**config.mk**
```make
export PLATFORM = sky130hd
export DESIGN_NAME = divider_scheduler
export DESIGN_NICKNAME = d
export VERILOG_FILES = /design/src/rtl/divider_scheduler.sv
export SDC_FILE = /design/constraint.sdc
export NUM_CORES = 1
export LEC_CHECK = 0
export ABC_CLOCK_PERIOD_IN_PS = 9800
export BUFFER_PORTS_ARGS = -buffer_cell sky130_fd_sc_hd__buf_2
export CAP_MARGIN = 5
export CORE_ASPECT_RATIO = 1.25
export CORE_MARGIN = 4
export CORE_UTILIZATION = 30
export DETAILED_ROUTE_END_ITERATION = 8
export PLACE_DENSITY = 0.48
export SYNTH_ARGS = -nofsm -noshare
export SYNTH_HDL_FRONTEND = slang
export SYNTH_SLANG_ARGS = --single-unit
```
**constraint.sdc**
```tcl
create_clock -name clk_in -period 9.8 [get_ports clk_in]
set_clock_uncertainty 0.15 [all_clocks]
set_input_delay 1.47 -clock clk_in [delete_from_list [all_inputs] [get_ports clk_in]]
set_output_delay 1.47 -clock clk_in [all_outputs]
set_load 0.02 [all_outputs]
```
**src/rtl/divider_scheduler.sv**
```systemverilog
`default_nettype none
// ============================================================================
// Module   : divider_scheduler
// Brief    : Round-robin shared radix-2 restoring unsigned divider.
// Revision : 1.0
// ============================================================================

module divider_scheduler #(
  parameter int NUM_REQ = 4,
  parameter int WIDTH   = 9
) (
  input  logic                       clk_in,
  input  logic                       rst_in_n,
  input  logic [NUM_REQ-1:0]         req_valid_in,
  input  logic [WIDTH-1:0]           dividend_in [NUM_REQ],
  input  logic [WIDTH-1:0]           divisor_in  [NUM_REQ],
  output logic [NUM_REQ-1:0]         req_ready_out,
  output logic                       resp_valid_out,
  output logic [$clog2(NUM_REQ)-1:0] resp_id_out,
  output logic [WIDTH-1:0]           quotient_out,
  output logic [WIDTH-1:0]           remainder_out,
  output logic                       div_by_zero_out,
  output logic                       busy_out
);

  localparam int c_id_w  = $clog2(NUM_REQ);
  localparam int c_cnt_w = $clog2(WIDTH);

  localparam logic [1:0] c_st_idle = 2'd0;
  localparam logic [1:0] c_st_div  = 2'd1;
  localparam logic [1:0] c_st_done = 2'd2;

  logic [1:0]         r_state;
  logic [c_id_w-1:0]  r_last;
  logic [c_id_w-1:0]  r_id;
  logic [WIDTH-1:0]   r_dividend;
  logic [WIDTH-1:0]   r_divisor;
  logic [WIDTH-1:0]   r_rem;
  logic [WIDTH-2:0]   r_quot;
  logic [c_cnt_w-1:0] r_count;

  logic [c_id_w-1:0]  w_grant_id;
  logic [c_id_w-1:0]  w_idx;
  logic               w_grant_found;
  logic               w_accept;
  logic [WIDTH:0]     w_rem_shift;
  logic               w_qbit;
  logic [WIDTH-1:0]   w_rem_sub;
  logic [WIDTH-1:0]   w_rem_next;
  logic [WIDTH-1:0]   w_quot_next;

  // Scan from farthest to nearest so the requester right after r_last wins.
  always_comb begin
    w_grant_found = 1'b0;
    w_grant_id    = '0;
    w_idx         = '0;
    for (int k = NUM_REQ; k >= 1; k--) begin
      w_idx = c_id_w'((int'(r_last) + k) % NUM_REQ);
      if (req_valid_in[w_idx]) begin
        w_grant_found = 1'b1;
        w_grant_id    = w_idx;
      end
    end
  end

  assign w_accept = w_grant_found && (r_state != c_st_div);

  generate
    for (genvar g = 0; g < NUM_REQ; g++) begin : g_ready
      assign req_ready_out[g] = rst_in_n && w_accept && (w_grant_id == c_id_w'(g));
    end
  endgenerate

  // One restoring step; the shifted partial remainder needs one extra bit.
  assign w_rem_shift = {r_rem, r_dividend[WIDTH-1]};
  assign w_qbit      = (w_rem_shift >= {1'b0, r_divisor});
  assign w_rem_sub   = w_rem_shift[WIDTH-1:0] - r_divisor;
  assign w_rem_next  = w_qbit ? w_rem_sub : w_rem_shift[WIDTH-1:0];
  assign w_quot_next = {r_quot, w_qbit};

  assign resp_valid_out = (r_state == c_st_done);
  assign busy_out       = (r_state == c_st_div);

  always_ff @(posedge clk_in or negedge rst_in_n) begin
    if (!rst_in_n) begin
      r_state         <= c_st_idle;
      r_last          <= c_id_w'(NUM_REQ - 1);
      r_id            <= '0;
      r_dividend      <= '0;
      r_divisor       <= '0;
      r_rem           <= '0;
      r_quot          <= '0;
      r_count         <= '0;
      resp_id_out     <= '0;
      quotient_out    <= '0;
      remainder_out   <= '0;
      div_by_zero_out <= 1'b0;
    end else begin
      case (r_state)
        c_st_div: begin
          r_rem      <= w_rem_next;
          r_quot     <= w_quot_next[WIDTH-2:0];
          r_dividend <= {r_dividend[WIDTH-2:0], 1'b0};
          if (r_count == '0) begin
            r_state         <= c_st_done;
            quotient_out    <= w_quot_next;
            remainder_out   <= w_rem_next;
            div_by_zero_out <= 1'b0;
            resp_id_out     <= r_id;
          end else begin
            r_count <= r_count - c_cnt_w'(1);
          end
        end
        default: begin
          if (w_accept) begin
            r_last <= w_grant_id;
            r_id   <= w_grant_id;
            if (divisor_in[w_grant_id] == '0) begin
              // Zero divisor bypasses the iteration entirely.
              r_state         <= c_st_done;
              quotient_out    <= '1;
              remainder_out   <= dividend_in[w_grant_id];
              div_by_zero_out <= 1'b1;
              resp_id_out     <= w_grant_id;
            end else begin
              r_state    <= c_st_div;
              r_rem      <= '0;
              r_quot     <= '0;
              r_dividend <= dividend_in[w_grant_id];
              r_divisor  <= divisor_in[w_grant_id];
              r_count    <= c_cnt_w'(WIDTH - 1);
            end
          end else begin
            r_state <= c_st_idle;
          end
        end
      endcase
    end
  end

endmodule

`default_nettype wire

```
==> results.md, run 1 <==
- Fmax: 207.4 MHz
- Dpl cells: 654
- Initial antenna violation count: 0
- H-tree depth: 3
- Largest net degree at the start of global routing: 69
- CP max FO: 38
- Row cnt: 46
- Synth area leaders: dfrtp_1, mux2i_1, a21oi_1
- Sequential Area: 0.001654 sq mm
- ANT nets after route: 0
- GRT overflow: 0
- Setup crit end: r_dividend[8]$_DFFE_PN0P_
- Number of port buffers: 104
- Final Slew Violations: 0
- Reg-to-Reg End: r_dividend[8]$_DFFE_PN0P_
- Layout filler cell count: 1,362
- Count of different cell masters after synthesis: 63
- Worst path max stage delay: 0.78 ns
- First-pass GRT wire length: 18,000 um
- CP Launch Type: primary input
- Worst Hold Class: reg2reg
- Buf/Inv on CP: 2
- Mapped Cells: 395
- Worst R2R Path Depth: 9
- Core area: 0.01283 sq mm
- Final Hold Fails: 0
- Hold_buf cts: 0
- CTS root buf: clkbuf_16
- RePlAce Congestion: 0.7920
- Max stage delay cell, worst path: a21oi_2
- Die height: 136.7 um
- Die X: 111.0 um
- RSZ-0062 raised after global routing: false
- Layout Cells excl Fill: 669
- Critical-path cell list: buf_2 > a21o_1 > a31oi_4 > buf_4 > mux2i_1 > mux2i_1 > nor3_2 > nand3_2 > a21oi_2 > a221oi_1
- Critical path depth: 10
- YS warnings: 0
- Relative slew margins: 0.2357
- # resized after CTS: 0
- Clock slew at reported path FFs: 0.06 ns
- Post-Syn Nets: 485
- Cell taking the most area after synthesis: dfrtp_1
- Outcome: finished clean
- Setup CP Type: in2reg
- Cts bufs inserted: 9
- Diode count: 0
- Remaining DRCs: 0
- Share of cells above drive strength 1: 0.3154
- Top cell type's share of synthesized area: 0.4028
- Register bit count reported by yosys: 66
- Top FF cell, synth: dfrtp_1
- Post-CTS setup repair buffer count: 0
- Multi-input combinational cell area: 0.002158 sq mm
- Final setup TNS: 0 ns
- DRT Wirelength: 11,060 um
- Power per cell area: 379.0 mW/mm^2
- Period minus WS final: 4.822 ns
- Crit path max-delay family: compound AO/OA/AOI/OAI gates
- WP data arrival: 4.83 ns
- Top Ports: 105
- Tcrit/Tclk final: 0.4920
- Area Overhead vs Synth: 25.24%
- Skew-Pair Late Insertion Delay: 0.33 ns
- Clk buf depth: 2
- Cell Area, Synth: 0.003976 sq mm
- Total GRT Usage: 0.1496
- Top cell by count, worst path: mux2i_1
- DIE AREA: 0.01517 sq mm
- Number of global-route vias before repair: 3,491
- DRT iter0 DRCs: 220
- Clk sink count: 66
- DR pass1 iterations: 4
- Setup violations, final: 0
- Vias per cell: 5.118
- CTS tree: done
- Drt wl/cell: 16.53 um
- Worst setup EP type: flip-flop
- Total power: 1.887 mW
- Vias: 3,424
- Sequential share of the synthesized area: 0.4160
- EDFF count, synth: 0
- R2r setup slk: 5.65 ns
- Syn avg cell area: 10.07 sq um
- Worst Tran Pin Value: 1.146 ns
- Crit path required time: 9.81 ns
- Post-DP HPWL: 8349 um
- Post-synth ARST share: 1.000
- Worst vdd ir: 0.1422 mV
- Pleak: 2.347 nW
- Worst r2r src: r_last[1]$_DFFE_PN1P_
- Crit path from: req_valid_in[0]
- Final Net Count: 587
- Starting Density: 0.3098
- Max-cap viol count: 0
==> power by group <==
part           internal (mW)  switching [mW]  total [mW]
Combinational          0.451           0.607        1.06
Sequential             0.414          0.0883       0.503
Clock                  0.216           0.111       0.326
==> worst reg2reg max path, delay by kind of cell (launching register included) <==
kind | cells | cell delay (ns)
DFF | 1 | 0.59
AOI/OAI and AO/OA | 3 | 1.33
buffers and inverters | 1 | 0.47
muxes | 2 | 0.39
and+or+nand+nor | 3 | 1.05
==> layout make-up <==
class                   count  share of cell area
clock buffers              13             0.05427
inverters                  19             0.01432
flip-flops and latches     66              0.3322
well taps                 168             0.04221
multi-input cells         289              0.4334
repair buffers            112              0.1166
clock inverters             2            0.007035
==> routing by layer <==
layer | vias up | global-route usage | routed length (um)
met3 | 13 | 0.01813 | 407
met5 | - | 0 | 0
li1 | 1678 | - | -
met2 | 72 | 0.2611 | 5570
met1 | 1661 | 0.1887 | 4859
met4 | 0 | 0.06160 | 223
==> stage by stage <==
step,setup WS [ns],util,hold slack (ns),instance area [sq um]
3_3_place_gp,4.791,0.3642,0.3109,4674
5_1_grt,4.582,0.3880,0.3671,4980
3_5_place_dp,4.610,0.3642,0.3313,4674
4_1_cts,4.968,0.3880,0.3427,4980
2_1_floorplan,5.159,-,0.3079,3976
6_report,4.978,0.3880,0.3407,4980
==> kinds of logic (layout without fill, tap and decap cells) <==
family / after synthesis / count (layout) / synth area share
AOI/OAI and AO/OA: 116 / 116 / 0.2184
adders and majority gates: 12 / 12 / 0.03965
xor gates and xnor gates: 6 / 6 / 0.01322
muxes: 37 / 37 / 0.1180
and+or+nand+nor: 118 / 118 / 0.1523
buffers and inverters: 40 / 146 / 0.04248
DFF: 66 / 66 / 0.4160
==> placed cells by master (no fill, tap or decap), types with 13 or more instances in the layout <==
master,n
a21oi_1,30
a22o_1,16
buf_2,104
dfrtp_1,64
inv_1,18
mux2i_1,24
nand2_1,21
nor2_1,39
nor2b_1,15
nor3_1,13
==> Yosys cell counts, types with 5 or more instances <==
cell type / number
mux2i_1: 24
xnor2_1: 5
nand2b_1: 5
o21ai_0: 11
a221o_1: 5
a21oi_1: 30
clkbuf_1: 14
a22o_1: 16
o2bb2ai_1: 6
mux2_2: 7
a21o_1: 5
ha_1: 11
a211oi_1: 10
dfrtp_1: 64
nor2b_1: 15
nand2_1: 21
o31ai_1: 6
nor3_1: 14
nor2_1: 39
o221a_2: 6
inv_1: 18
==> flip-flops by register name, indices dropped and copies added, names as in the netlist <==
name             count
r_id                 2
remainder_out        9
r_last               2
r_rem                9
resp_id_out          2
r_state              2
div_by_zero_out      1
r_count              4
r_dividend           9
r_quot               8
r_divisor            9
quotient_out         9
==> worst min-delay path by stage <==
stage	slack (ns)	cells past startpoint	to	from
2_1_floorplan	0.31	1	r_id[0]$_DFFE_PN0P_	r_id[0]$_DFFE_PN0P_
3_3_place_gp	0.31	2	div_by_zero_out$_DFFE_PN0P_	div_by_zero_out$_DFFE_PN0P_
3_5_place_dp	0.33	2	div_by_zero_out$_DFFE_PN0P_	div_by_zero_out$_DFFE_PN0P_
4_1_cts	0.34	2	div_by_zero_out$_DFFE_PN0P_	div_by_zero_out$_DFFE_PN0P_
5_1_grt	0.37	1	r_rem[8]$_DFFE_PN0P_	r_rem[8]$_DFFE_PN0P_
6_report	0.34	2	div_by_zero_out$_DFFE_PN0P_	div_by_zero_out$_DFFE_PN0P_
(Power assumes the default switching activity.)
==> run 2: changes to the inputs <==
- ABC_CLOCK_PERIOD_IN_PS: 9800 -> 4700
- clock period: 9.8 -> 4.7 ns (I/O delays scaled with it)
==> run 2 against run 1 <==
  * Core utilization is 0.14 points lower
  * Final cell count increased by 0.60%
  * Sequential share of layout area up 0.12 points
  * Flip-flop and latch count unchanged
  * Clock power grew 86%
  * Die area did not move
  * Register-to-register slack got worse by 4.6 ns
  * Critical endpoint is now r_divisor[4]$_DFFE_PN0P_
==> results.md, run 2 (synthesized netlist as in run 1, its figures left out) <==
- Total power: 3.869 mW (was 1.887 mW)
- Remaining DRCs: 0 (unchanged)
- Row cnt: 46 (unchanged)
- Design Area, Final: 0.004962 sq mm (was 0.004980 sq mm)
- Starting Density: 0.3098 (unchanged)
- Power per cell area: 779.8 mW/mm^2 (was 379.0 mW/mm^2)
- Worst Hold Class: reg2reg (unchanged)
- CTS tree: done (unchanged)
- Vias: 3,430 (was 3,424)
- Final setup TNS: 0 ns (unchanged)
- DIE AREA: 0.01517 sq mm (unchanged)
- Vias per cell: 5.097 (was 5.118)
- DR pass1 iterations: 4 (unchanged)
- RePlAce Congestion: 0.8146 (was 0.7920)
- Cts bufs inserted: 9 (unchanged)
- Total GRT Usage: 0.1561 (was 0.1496)
- Final core occ: 0.3866 (was 0.3880)
- Relative slew margins: 0.4366 (was 0.2357)
- Drt wl/cell: 16.93 um (was 16.53 um)
- Tcrit/Tclk final: 0.7858
- Setup violations, final: 0 (unchanged)
- Worst Tran Pin Value: 0.8451 ns (was 1.146 ns)
- Die X: 111.0 um (unchanged)
- Fmax: 270.8 MHz
- Crit path required time: 4.76 ns (was 9.81 ns)
- Period minus WS final: 3.693 ns
- Commonest non-fill, non-tap cell in the layout: buf_2 (unchanged)
- Hold_buf cts: 0 (unchanged)
- Clk buf depth: 2 (unchanged)
- Initial antenna violation count: 0 (unchanged)
- Share of cells above drive strength 1: 0.3168 (was 0.3154)
- Worst vdd ir: 0.3045 mV (was 0.1422 mV)
- GRT overflow: 0 (unchanged)
- Diode count: 0 (unchanged)
- Post-CTS setup repair buffer count: 0 (unchanged)
- ANT nets after route: 0 (unchanged)
- Clk sink count: 66 (unchanged)
- Area Overhead vs Synth: 24.80% (was 25.24%)
- Number of port buffers: 104 (unchanged)
- Die height: 136.7 um (unchanged)
- Max-cap viol count: 0 (unchanged)
- CTS root buf: clkbuf_16 (unchanged)
- Final Hold Fails: 0 (unchanged)
- Pleak: 2.343 nW (was 2.347 nW)
- Worst hold slack: 0.3361 ns (was 0.3407 ns)
- Largest net degree at the start of global routing: 67 (was 69)
- DRT Wirelength: 11,390 um (was 11,060 um)
- WP data arrival: 3.76 ns (was 4.83 ns)
- Worst setup EP type: flip-flop (unchanged)
- Skew-Pair Late Insertion Delay: 0.33 ns (about the same)
- Outcome: finished clean (unchanged)
- CP max FO: 38 (unchanged)
- Most frequent cells in the layout: buf_2, dfrtp_1, nor2_1 (unchanged)
- Core area: 0.01283 sq mm (unchanged)
- DRT iter0 DRCs: 173 (was 220)
- Final Slew Violations: 0 (unchanged)
- Post-DP HPWL: 8719 um (was 8349 um)
- Placement Cell Area: 0.004697 sq mm (was 0.004674 sq mm)
- Setup CP Type: reg2reg (was in2reg)
- CP Launch Type: flip-flop (was primary input)
- Final Net Count: 590 (was 587)
- H-tree depth: 3 (unchanged)
- Clock slew at reported path FFs: 0.05 ns (was 0.06 ns)
- RSZ-0062 raised after global routing: false (unchanged)
- # resized after CTS: 0 (unchanged)
- Top Ports: 105 (unchanged)
- First-pass GRT wire length: 18,890 um (was 18,000 um)
- Number of global-route vias before repair: 3,629 (was 3,491)
==> run 2: cell types whose count changed in the layout (fill, tap and decap cells not counted), sizes merged <==
cell,previous run,this run
bufinv,1,0
clkinv,1,3
buf,112,115
==> run 2: final timing paths <==
check                                             from                           to  depth (start not counted)  slack [ns]
min reg2reg                div_by_zero_out$_DFFE_PN0P_  div_by_zero_out$_DFFE_PN0P_                          2        0.34
max reg2reg                      r_last[1]$_DFFE_PN1P_     r_divisor[4]$_DFFE_PN0P_                          9        1.01
max in group asynchronous                     rst_in_n        r_quot[5]$_DFFE_PN0P_                          2        3.37
min                        div_by_zero_out$_DFFE_PN0P_  div_by_zero_out$_DFFE_PN0P_                          2        0.34
max                              r_last[1]$_DFFE_PN1P_     r_divisor[4]$_DFFE_PN0P_                          9        1.01
min in group asynchronous                     rst_in_n    r_dividend[3]$_DFFE_PN0P_                          2        0.49
==> run 2: routing by layer <==
metal	vias to the layer above	part of all wire	GRT usage
met3	17	0.036	0.02256
met4	0	0.020	0.06366
met2	78	0.50	0.2750
met1	1654	0.44	0.1927
li1	1681	-	-
met5	-	0	0
==> run 2: per-stage QoR <==
stage / setup slack (ns) / instances
floorplan: 1.475 / 395
global placement: 0.8428 / 657
detailed placement: 0.7416 / 657
CTS: 0.9853 / 673
global route: 0.6173 / 673
finish: 1.007 / 673
==> run 2: worst max-delay path, cell delays in order, from the launching register on <==
cell	delay, ns
dfstp_2	0.59
nand3b_1	0.14
a31oi_4	0.33
buf_4	0.47
mux2i_1	0.25
mux2i_1	0.12
nor3_2	0.60
nand3_2	0.30
nand2_2	0.26
mux2_2	0.36
==> run 2: layout make-up <==
type,instances,area (sq um)
clock buffers,13,250.2
fillers,1337,7873
clock inverters,3,15.01
flip-flops and latches,66,1654
inverters,19,71.32
repair buffers,115,603.1
well taps,168,210.2
multi-input cells,289,2158
==> run 2: power by group <==
| part | leakage, nW | internal (mW) | switching (mW) |
|---|---|---|---|
| sequential | 0.800 | 0.864 | 0.185 |
| clock | 0.133 | 0.369 | 0.236 |
| combinational | 1.41 | 0.948 | 1.27 |
